--- config.mk ---
export PLATFORM = sky130hd
export DESIGN_NAME = ofs_plat_host_chan_avalon_wr_burst_splitter
export DESIGN_NICKNAME = d
export VERILOG_FILES = /design/src/rtl/ofs_plat_host_chan_avalon_mem_pkg.sv /design/src/rtl/ofs_plat_host_chan_avalon_burst_piece_len.sv /design/src/rtl/ofs_plat_host_chan_avalon_wr_burst_splitter.sv
export SDC_FILE = /design/constraint.sdc
export NUM_CORES = 1
export LEC_CHECK = 0
export BUFFER_PORTS_ARGS = -buffer_cell sky130_fd_sc_hd__buf_2
export CAP_MARGIN = 20
export CORE_AREA = 2 2 514 516
export CTS_BUF_LIST = sky130_fd_sc_hd__clkbuf_4
export CTS_CLUSTER_DIAMETER = 200
export DETAILED_ROUTE_END_ITERATION = 8
export DIE_AREA = 0 0 516 518
export SLEW_MARGIN = 20
export SYNTH_ARGS = -nofsm -noshare
export SYNTH_HDL_FRONTEND = slang
export SYNTH_SLANG_ARGS = --single-unit
--- constraint.sdc ---
create_clock -name clk -period 8.55 [get_ports clk]
set_input_delay 0.4275 -clock clk [delete_from_list [all_inputs] [get_ports clk]]
set_output_delay 0.4275 -clock clk [all_outputs]
set_load 0.1 [all_outputs]
--- src/rtl/ofs_plat_host_chan_avalon_mem_pkg.sv ---
// Shared host-channel Avalon definitions: user flag bit positions and the
// write burst splitter state type.
package ofs_plat_host_chan_avalon_mem_pkg;

  localparam int HC_AVALON_UFLAG_NO_REPLY  = 0;
  localparam int HC_AVALON_UFLAG_FENCE     = 1;
  localparam int HC_AVALON_UFLAG_INTERRUPT = 2;
  localparam int HC_AVALON_UFLAG_WIDTH     = 3;

  typedef enum logic {
    WR_SPLIT_PKT_START,
    WR_SPLIT_IN_PKT
  } t_wr_split_state;

endpackage

--- src/rtl/ofs_plat_host_chan_avalon_burst_piece_len.sv ---
// Length of the next legal burst piece: the lesser of the beats remaining and
// the gap to the next naturally aligned max-burst boundary.
module ofs_plat_host_chan_avalon_burst_piece_len #(
  parameter int REM_WIDTH = 7,
  parameter int LEN_WIDTH = 3
) (
  input  logic [LEN_WIDTH-2:0] addr_offset,
  input  logic [REM_WIDTH-1:0] remaining,
  output logic [LEN_WIDTH-1:0] len
);

  localparam int MAX_BURST = 1 << (LEN_WIDTH - 1);

  logic [REM_WIDTH-1:0] gap;

  assign gap = REM_WIDTH'(MAX_BURST) - REM_WIDTH'(addr_offset);
  assign len = (remaining < gap) ? LEN_WIDTH'(remaining) : LEN_WIDTH'(gap);

endmodule

--- src/rtl/ofs_plat_host_chan_avalon_wr_burst_splitter.sv ---
// Splits AFU write bursts into FIU-legal pieces with zero added latency and
// filters the extra FIU write responses so the AFU sees one per packet.
module ofs_plat_host_chan_avalon_wr_burst_splitter
  import ofs_plat_host_chan_avalon_mem_pkg::*;
#(
  parameter int ADDR_WIDTH      = 64,
  parameter int DATA_WIDTH      = 512,
  parameter int USER_WIDTH      = 8,
  parameter int BURST_CNT_WIDTH = 7,
  parameter int FIU_BURST_WIDTH = 3
) (
  input  logic                    clk,
  input  logic                    reset_n,

  input  logic                    s_write,
  output logic                    s_waitrequest,
  input  logic [ADDR_WIDTH-1:0]   s_address,
  input  logic [BURST_CNT_WIDTH-1:0] s_burstcount,
  input  logic [USER_WIDTH-1:0]   s_user,
  input  logic [DATA_WIDTH-1:0]   s_writedata,
  input  logic [DATA_WIDTH/8-1:0] s_byteenable,
  output logic                    s_writeresponsevalid,
  output logic [USER_WIDTH-1:0]   s_writeresponseuser,

  output logic                    m_write,
  input  logic                    m_waitrequest,
  output logic [ADDR_WIDTH-1:0]   m_address,
  output logic [FIU_BURST_WIDTH-1:0] m_burstcount,
  output logic [USER_WIDTH-1:0]   m_user,
  output logic [DATA_WIDTH-1:0]   m_writedata,
  output logic [DATA_WIDTH/8-1:0] m_byteenable,
  input  logic                    m_writeresponsevalid,
  input  logic [USER_WIDTH-1:0]   m_writeresponseuser,

  output logic                    err_bad_cmd,
  output t_wr_split_state         dbg_state
);

  t_wr_split_state state, state_next;

  logic [ADDR_WIDTH-1:0]      addr_q;
  logic [BURST_CNT_WIDTH-1:0] pkt_left_q;
  logic [BURST_CNT_WIDTH-1:0] piece_left_q;
  logic [USER_WIDTH-1:0]      user_q;
  logic [ADDR_WIDTH-1:0]      hold_addr;
  logic [FIU_BURST_WIDTH-1:0] hold_bc;
  logic [USER_WIDTH-1:0]      hold_user;

  logic                       pkt_start;
  logic                       piece_start;
  logic                       beat_accept;
  logic                       is_cmd;
  logic [ADDR_WIDTH-1:0]      cur_addr;
  logic [BURST_CNT_WIDTH-1:0] cur_rem;
  logic [USER_WIDTH-1:0]      cur_user;
  logic [USER_WIDTH-1:0]      start_user;
  logic [FIU_BURST_WIDTH-1:0] split_len;
  logic [BURST_CNT_WIDTH-1:0] piece_len;
  logic [USER_WIDTH-1:0]      resp_user;

  // Handshake: a beat transfers on a cycle where s_write is high and the FIU
  // is not stalling; the stall is reflected straight back to the AFU.
  assign s_waitrequest = m_waitrequest;
  assign m_write       = s_write;
  assign m_writedata   = s_writedata;
  assign m_byteenable  = s_byteenable;
  assign beat_accept   = s_write && !m_waitrequest;
  assign dbg_state     = state;

  ofs_plat_host_chan_avalon_burst_piece_len #(
    .REM_WIDTH (BURST_CNT_WIDTH),
    .LEN_WIDTH (FIU_BURST_WIDTH)
  ) piece_len_i (
    .addr_offset (cur_addr[FIU_BURST_WIDTH-2:0]),
    .remaining   (cur_rem),
    .len         (split_len)
  );

  always_comb begin
    pkt_start   = (state == WR_SPLIT_PKT_START);
    cur_addr    = pkt_start ? s_address : addr_q;
    cur_user    = pkt_start ? s_user : user_q;
    cur_rem     = pkt_start ? ((s_burstcount == '0) ? BURST_CNT_WIDTH'(1) : s_burstcount)
                            : pkt_left_q;
    is_cmd      = cur_user[HC_AVALON_UFLAG_FENCE] || cur_user[HC_AVALON_UFLAG_INTERRUPT];
    // Commands are never split, whatever their length.
    piece_len   = is_cmd ? cur_rem : BURST_CNT_WIDTH'(split_len);
    piece_start = pkt_start || (piece_left_q == '0);

    start_user = cur_user;
    if (!is_cmd && (piece_len < cur_rem)) start_user[HC_AVALON_UFLAG_NO_REPLY] = 1'b1;

    m_address    = piece_start ? cur_addr : hold_addr;
    m_burstcount = piece_start ? FIU_BURST_WIDTH'(piece_len) : hold_bc;
    m_user       = piece_start ? start_user : hold_user;

    state_next = state;
    if (beat_accept) begin
      state_next = (cur_rem == BURST_CNT_WIDTH'(1)) ? WR_SPLIT_PKT_START : WR_SPLIT_IN_PKT;
    end

    resp_user = m_writeresponseuser;
    resp_user[HC_AVALON_UFLAG_NO_REPLY] = 1'b0;
  end

  assign s_writeresponsevalid = m_writeresponsevalid &&
                                !m_writeresponseuser[HC_AVALON_UFLAG_NO_REPLY];
  assign s_writeresponseuser  = resp_user;

  always_ff @(posedge clk or negedge reset_n) begin
    if (!reset_n) begin
      state <= WR_SPLIT_PKT_START;
    end else begin
      state <= state_next;
    end
  end

  always_ff @(posedge clk or negedge reset_n) begin
    if (!reset_n) begin
      addr_q       <= '0;
      pkt_left_q   <= '0;
      piece_left_q <= '0;
      user_q       <= '0;
      hold_addr    <= '0;
      hold_bc      <= '0;
      hold_user    <= '0;
      err_bad_cmd  <= 1'b0;
    end else if (beat_accept) begin
      if (piece_start) begin
        hold_addr    <= cur_addr;
        hold_bc      <= FIU_BURST_WIDTH'(piece_len);
        hold_user    <= start_user;
        // Next piece begins right after this one; wraps at the top of the space.
        addr_q       <= cur_addr + ADDR_WIDTH'(piece_len);
        piece_left_q <= piece_len - BURST_CNT_WIDTH'(1);
      end else begin
        piece_left_q <= piece_left_q - BURST_CNT_WIDTH'(1);
      end
      if (pkt_start) begin
        user_q <= s_user;
        if (is_cmd && (cur_rem != BURST_CNT_WIDTH'(1))) err_bad_cmd <= 1'b1;
      end
      pkt_left_q <= cur_rem - BURST_CNT_WIDTH'(1);
    end
  end

endmodule

* Word level (Yosys, flattened, before mapping)
Cells that the tools add are included.
Cells by class: $lt $le $gt $ge 2, equality and inequality tests 2, mux-type cells 12, $add $sub $neg 5, reduce and logical (&&, ||, !) cells 13, bitwise logic cells 1
Operator list (count):
- 64-bit 2-to-1 mux | 2
- 64-bit by 7-bit adder with 64-bit output | 1
- 7-bit 2-to-1 mux | 4
- 7-bit by 1-bit subtractor with 7-bit output, second input constant | 3
- 8-bit 2-to-1 mux | 2
- 7-bit zero test | 2
- 7-bit less-than comparator | 2
- 7-bit by 1-bit == test with 1-bit output, second input constant | 1
- 7-bit by 1-bit != test with 1-bit output, second input constant | 1
- 3-bit 2-to-1 mux | 2
- 1-bit logical AND | 4
- 3-bit by 2-bit subtractor with 4-bit output, first input constant | 1
- 1-bit zero test | 3
- 3-bit AND reduction | 1
- 1-bit logical OR | 2
- 1-bit 2-to-1 mux | 2
- 2-bit AND reduction | 1
- 1-bit inverter | 1
Word-level totals: output and inout bits 664, register bits after elaboration 163, logic and storage cells 44

* Depth between registers and ports, before layout
word-level depth 10, gate-level depth with buffers 28, depth with buffers taken out 18

* Modules after synthesis
A second synthesis with hierarchy kept.
Unflattened totals: cells, all modules 1967, area, all modules 15672.5 um2
By module, submodules not included:
- ofs_plat_host_chan_avalon_wr_burst_splitter | seq. area each 4078.9 um2, cells each 1952, area an instance 15557.4 um2, instances 1
- ofs_plat_host_chan_avalon_burst_piece_len | seq. area each 0.0 um2, cells each 15, area an instance 115.1 um2, instances 1

* Least setup slack after synthesis
Ideal clock, no wire load.
path type reg2out, start point register state (netlist: dbg_state), end point output port m_user[0], path buffers 8, arrival 6.591 ns, cell stages (with the launch flop) 23, slack 1.532 ns, cell sequence dfrtp_1 buf_6 buf_6 buf_2 buf_2 buf_2 buf_4 clkbuf_1 buf_2 mux2i_1 ha_1 inv_1 ha_1 nand2_1 a211oi_2 nor3_2 nor2_1 inv_1 ha_1 nor2b_1 o21ai_0 a221oi_1 a21oi_1
On the way: word-level cells in the longest chain between the ends 9
RTL lines:
- start: declaration | RTL line ofs_plat_host_chan_avalon_wr_burst_splitter.sv:39 | t_wr_split_state state, state_next;
- start signal: assignment | RTL line ofs_plat_host_chan_avalon_wr_burst_splitter.sv:114 | state <= state_next;
- 64-bit 2-to-1 mux | RTL line ofs_plat_host_chan_avalon_wr_burst_splitter.sv:81 | cur_addr = pkt_start ? s_address : addr_q;
- 3-bit by 2-bit subtractor with 4-bit output | RTL line ofs_plat_host_chan_avalon_burst_piece_len.sv:16 | assign gap = REM_WIDTH'(MAX_BURST) - REM_WIDTH'(addr_offset);
- 7-bit less-than comparator | RTL line ofs_plat_host_chan_avalon_burst_piece_len.sv:17 | assign len = (remaining < gap) ? LEN_WIDTH'(remaining) : LEN_WIDTH'(gap);
- 3-bit 2-to-1 mux | RTL line ofs_plat_host_chan_avalon_burst_piece_len.sv:17
- 7-bit 2-to-1 mux | RTL line ofs_plat_host_chan_avalon_wr_burst_splitter.sv:87 | piece_len = is_cmd ? cur_rem : BURST_CNT_WIDTH'(split_len);
- 7-bit less-than comparator | RTL line ofs_plat_host_chan_avalon_wr_burst_splitter.sv:91 | if (!is_cmd && (piece_len < cur_rem)) start_user[HC_AVALON_UFLAG_NO_REPLY] = 1'b1;
- 1-bit logical AND | RTL line ofs_plat_host_chan_avalon_wr_burst_splitter.sv:91
- 1-bit 2-to-1 mux | RTL line ofs_plat_host_chan_avalon_wr_burst_splitter.sv:91
- 8-bit 2-to-1 mux (*)
- end: declaration | RTL line ofs_plat_host_chan_avalon_wr_burst_splitter.sv:29 | output logic [USER_WIDTH-1:0] m_user,
Every way passes the cells marked *; elsewhere a longest branch is shown, timed or not.

* Worst setup path after layout
Ends and elaborated chain as after synthesis.

==> impl_results.md <==
* CTS tree: built
* PostCTS Resize Cnt at 0
* WL/cell at ~33 um
* Clk_lat worst skew at ~0.67 ns
* Pin count of the biggest net entering global routing at approximately 140
* R2r setup slk at 2.98 ns
* Global-route wire length before repair at approximately 190 mm
* Crit-path max FO at between 40 and 50
* Most frequent cells in the layout: 200 x nand2_1, 163 x buf_2, 162 x dfrtp_1
* Mean Syn Cell Area at approximately 8 sq um
* Worst-path cell chain: mux2i_1 -> ha_1 -> inv_1 -> ha_1 -> a21oi_1 -> a21oi_1 -> nor3_2 -> nor2_1 -> inv_1 -> ha_1 -> nor2b_1 -> o21ai_0 -> a221oi_1 -> a21oi_1 -> buf_2
* Synth Cell Area at approximately 16000 sq um
* DRC viols at 0
* Synth warnings at 0
* Register area share after synthesis at between 20% and 30%
* Setup_tns at 0 ns
* Distinct cells, synth at 79
* Commonest non-fill, non-tap cell in the layout: nand2_1
* DR pass1 iterations at 5
* Crit-path slowest cell: dfrtp_4
* Layout Nets at between 2000 and 2500
* Slew Viols, Final at 0
* Cell Count, Final, Fillers Out at slightly above 5000
* Core area at 262000 sq um
* Worst-margin pin slew at 1.00 ns
* Final setup viols at 0
* Ys async rst share at 100%
* Reg-to-reg startpoint: dbg_state$_DFFE_PN0P_
* HPWL after DPL at 154 mm
* Max Fclk at around 0.17 GHz
* Hold_buf cts at 8
* # IOs at between 1000 and 1500
* Slew headroom at about 33%
* Area Overhead vs Synth at 6.62%
* Clock buffer depth at 2
* Share of layout cells above drive strength 1 at between 10% and 20%
* CP Capture Type: output port
* Crit Path Class: register to output port
* WL met1 at between 20 and 25 mm
* Clk root buf: clkbuf_4
* GRT Total Usage at ~12%
* Worst hold path type: input port to register
* H-tree levels at 4
* RR Endpoint: addr_q[63]$_DFFE_PN0P_
* Post-DRT Antenna Nets at 0
* Slowest stage delay, CP at ~0.85 ns
* Design area at ~17000 sq um
* Initial antenna violation count at 50
* Die area at ~270000 sq um
* Tmin final at 5.75 ns
* FF+latch count, synth at ~160
* PD cells at 410 nW/um^2
* Lkg Pwr at between 5 and 6 nW
* Final-report hold violation count at 0
* Most used DFF post-synth: dfrtp_1
* Hold endpoint: user_q[5]$_DFFE_PN0P_
* Net count after synthesis at 2647
* Placed Area at between 15000 and 20000 sq um
* CP Data Required Time at 8.12 ns
* Top Metal Used: met5
* Final period util at 67.2%
* RSZ-0062 raised after global routing: false
* Clock Skew at 0.0444 ns
* DIE HEIGHT at between 500 and 600 um
* Peak VDD IR at ~490 uV
* Cell Rows at 188
* Placed cells at approximately 5000
* Worst setup SP type: register
* Crit path arrival time at ~5.3 ns
* DR iter-0 viols at roughly 1000
* Number of synthesized flops with an enable pin at 0
* WL final at between 150 and 200 mm
* R2R cell count at 18
* Met3 WL at 57.2 mm
* Vias in the first global route at between 10000 and 15000
* Syn Inst Count at 1964
* Max Cap Violations at 0
* Filler Cell Count at 31000
* Hold depth at 3
* Met2 routed WL at a little under 80 mm
* Chip width at approximately 520 um
* Routability cong. at 0.806
* Vias per cell at between 2 and 2.5
* Initial core utilization at 6.01%
* Total global routing overflow at 0
* Hold Path Origin: s_user[5]
* Via Count at 12200
* Clk sinks at between 150 and 200
* Buffers on Ports at approximately 160
* TritonCTS buffer count at 17
* Clk slew on worst S/H paths at approximately 0.17 ns
* Setup bufs post-CTS at 0
* Outcome: finished clean
-- power by group --
part | internal, mW | leakage [nW] | switching [mW] | total (mW)
sequential | 1.01 | 2.18 | 0.183 | 1.19
combinational | 0.965 | 3.47 | 4.23 | 5.19
clock | 0.146 | 0.130 | 0.334 | 0.479
total | 2.12 | 5.78 | 4.74 | 6.86
-- routing by layer --
layer | vias to the layer above | track usage (%)
li1 | 5212 | -
met1 | 5365 | 5.01
met2 | 1128 | 19.7
met3 | 435 | 18.9
met4 | 14 | 5.58
met5 | - | 0.216
-- Yosys cell counts (5+ instances only) --
library cell | n | area (sq um)
o21ai_0 | 132 | 661
mux2i_1 | 90 | 901
nand3_1 | 63 | 315
a211oi_2 | 5 | 62.6
nor2_1 | 122 | 458
nand4_1 | 20 | 125
buf_4 | 591 | 4440
dfrtp_1 | 163 | 4080
nand2_1 | 201 | 754
a21oi_1 | 140 | 701
a21o_1 | 5 | 37.5
a32o_1 | 8 | 80.1
a2111oi_2 | 11 | 165
nand3b_1 | 13 | 97.6
o22ai_1 | 27 | 169
nor3_1 | 12 | 60.1
buf_2 | 10 | 50.1
xor2_1 | 37 | 324
nand2b_1 | 20 | 125
a211oi_1 | 21 | 158
or2_2 | 5 | 31.3
or3_1 | 6 | 37.5
nor2b_1 | 21 | 131
inv_1 | 24 | 90.1
buf_1 | 8 | 30.0
mux2_2 | 7 | 78.8
ha_1 | 14 | 175
xnor2_1 | 24 | 210
clkbuf_1 | 61 | 229
and3_1 | 6 | 37.5
a32oi_1 | 7 | 61.3
-- flip-flops by register name, indices dropped and copies added, names as in the netlist --
signal        flops
dbg_state         1
pkt_left_q        7
user_q            8
hold_addr        64
addr_q           64
hold_bc           3
hold_user         8
piece_left_q      7
err_bad_cmd       1
-- per-stage QoR --
stage	setup slack, ns	total power, mW	util (%)	hold slack (ns)
detailed placement	3.10	6.53	6.27	0.421
CTS	2.82	7.02	6.40	0.00583
global route	2.54	7.26	6.40	0.0435
floorplan	1.53	6.31	-	0.132
finish	2.80	6.86	6.41	0.0485
global placement	3.09	6.52	6.27	0.422
-- worst max path at each step --
stage,endpoint,cells after the start,from,slack (ns)
global route,m_user[0],15,dbg_state$_DFFE_PN0P_,2.54
finish,m_user[0],15,dbg_state$_DFFE_PN0P_,2.80
CTS,m_user[0],15,dbg_state$_DFFE_PN0P_,2.82
floorplan,m_user[0],22,dbg_state$_DFFE_PN0P_,1.53
detailed placement,addr_q[63]$_DFFE_PN0P_,18,dbg_state$_DFFE_PN0P_,3.10
global placement,addr_q[63]$_DFFE_PN0P_,18,dbg_state$_DFFE_PN0P_,3.09
-- critical path: cells and delay by family (launching register included) --
family | cells | cell delay (ns)
AND/OR/NAND/NOR | 3 | 0.74
buffers and inverters | 3 | 0.70
AO/OA/AOI/OAI | 5 | 0.92
multiplexers | 1 | 0.56
flip-flops | 1 | 0.85
adder cells (fa/ha/maj) | 3 | 0.84
-- kinds of logic after synthesis --
kind of cell             Yosys count  synth area share, %
XOR/XNOR                          61                 3.40
multiplexers                      97                 6.23
flip-flops                       163                 26.0
other                              1               0.0239
AND/OR/NAND/NOR                  518                 15.5
adder cells (fa/ha/maj)           15                 1.24
buffers and inverters            698                 31.1
AO/OA/AOI/OAI                    411                 16.6
-- cell type report --
class                   instances  area (sq um)  area share (%)
repair buffers                192          1080            6.46
clock buffers                  17           128           0.762
clock inverters                14           128           0.762
flip-flops and latches        163          4080            24.4
inverters                      24          90.1           0.538
well taps                    3515          4400            26.2
multi-input cells            1103          6820            40.7
diodes                          9          22.5           0.134
Power figures use the tool's default switching activity.
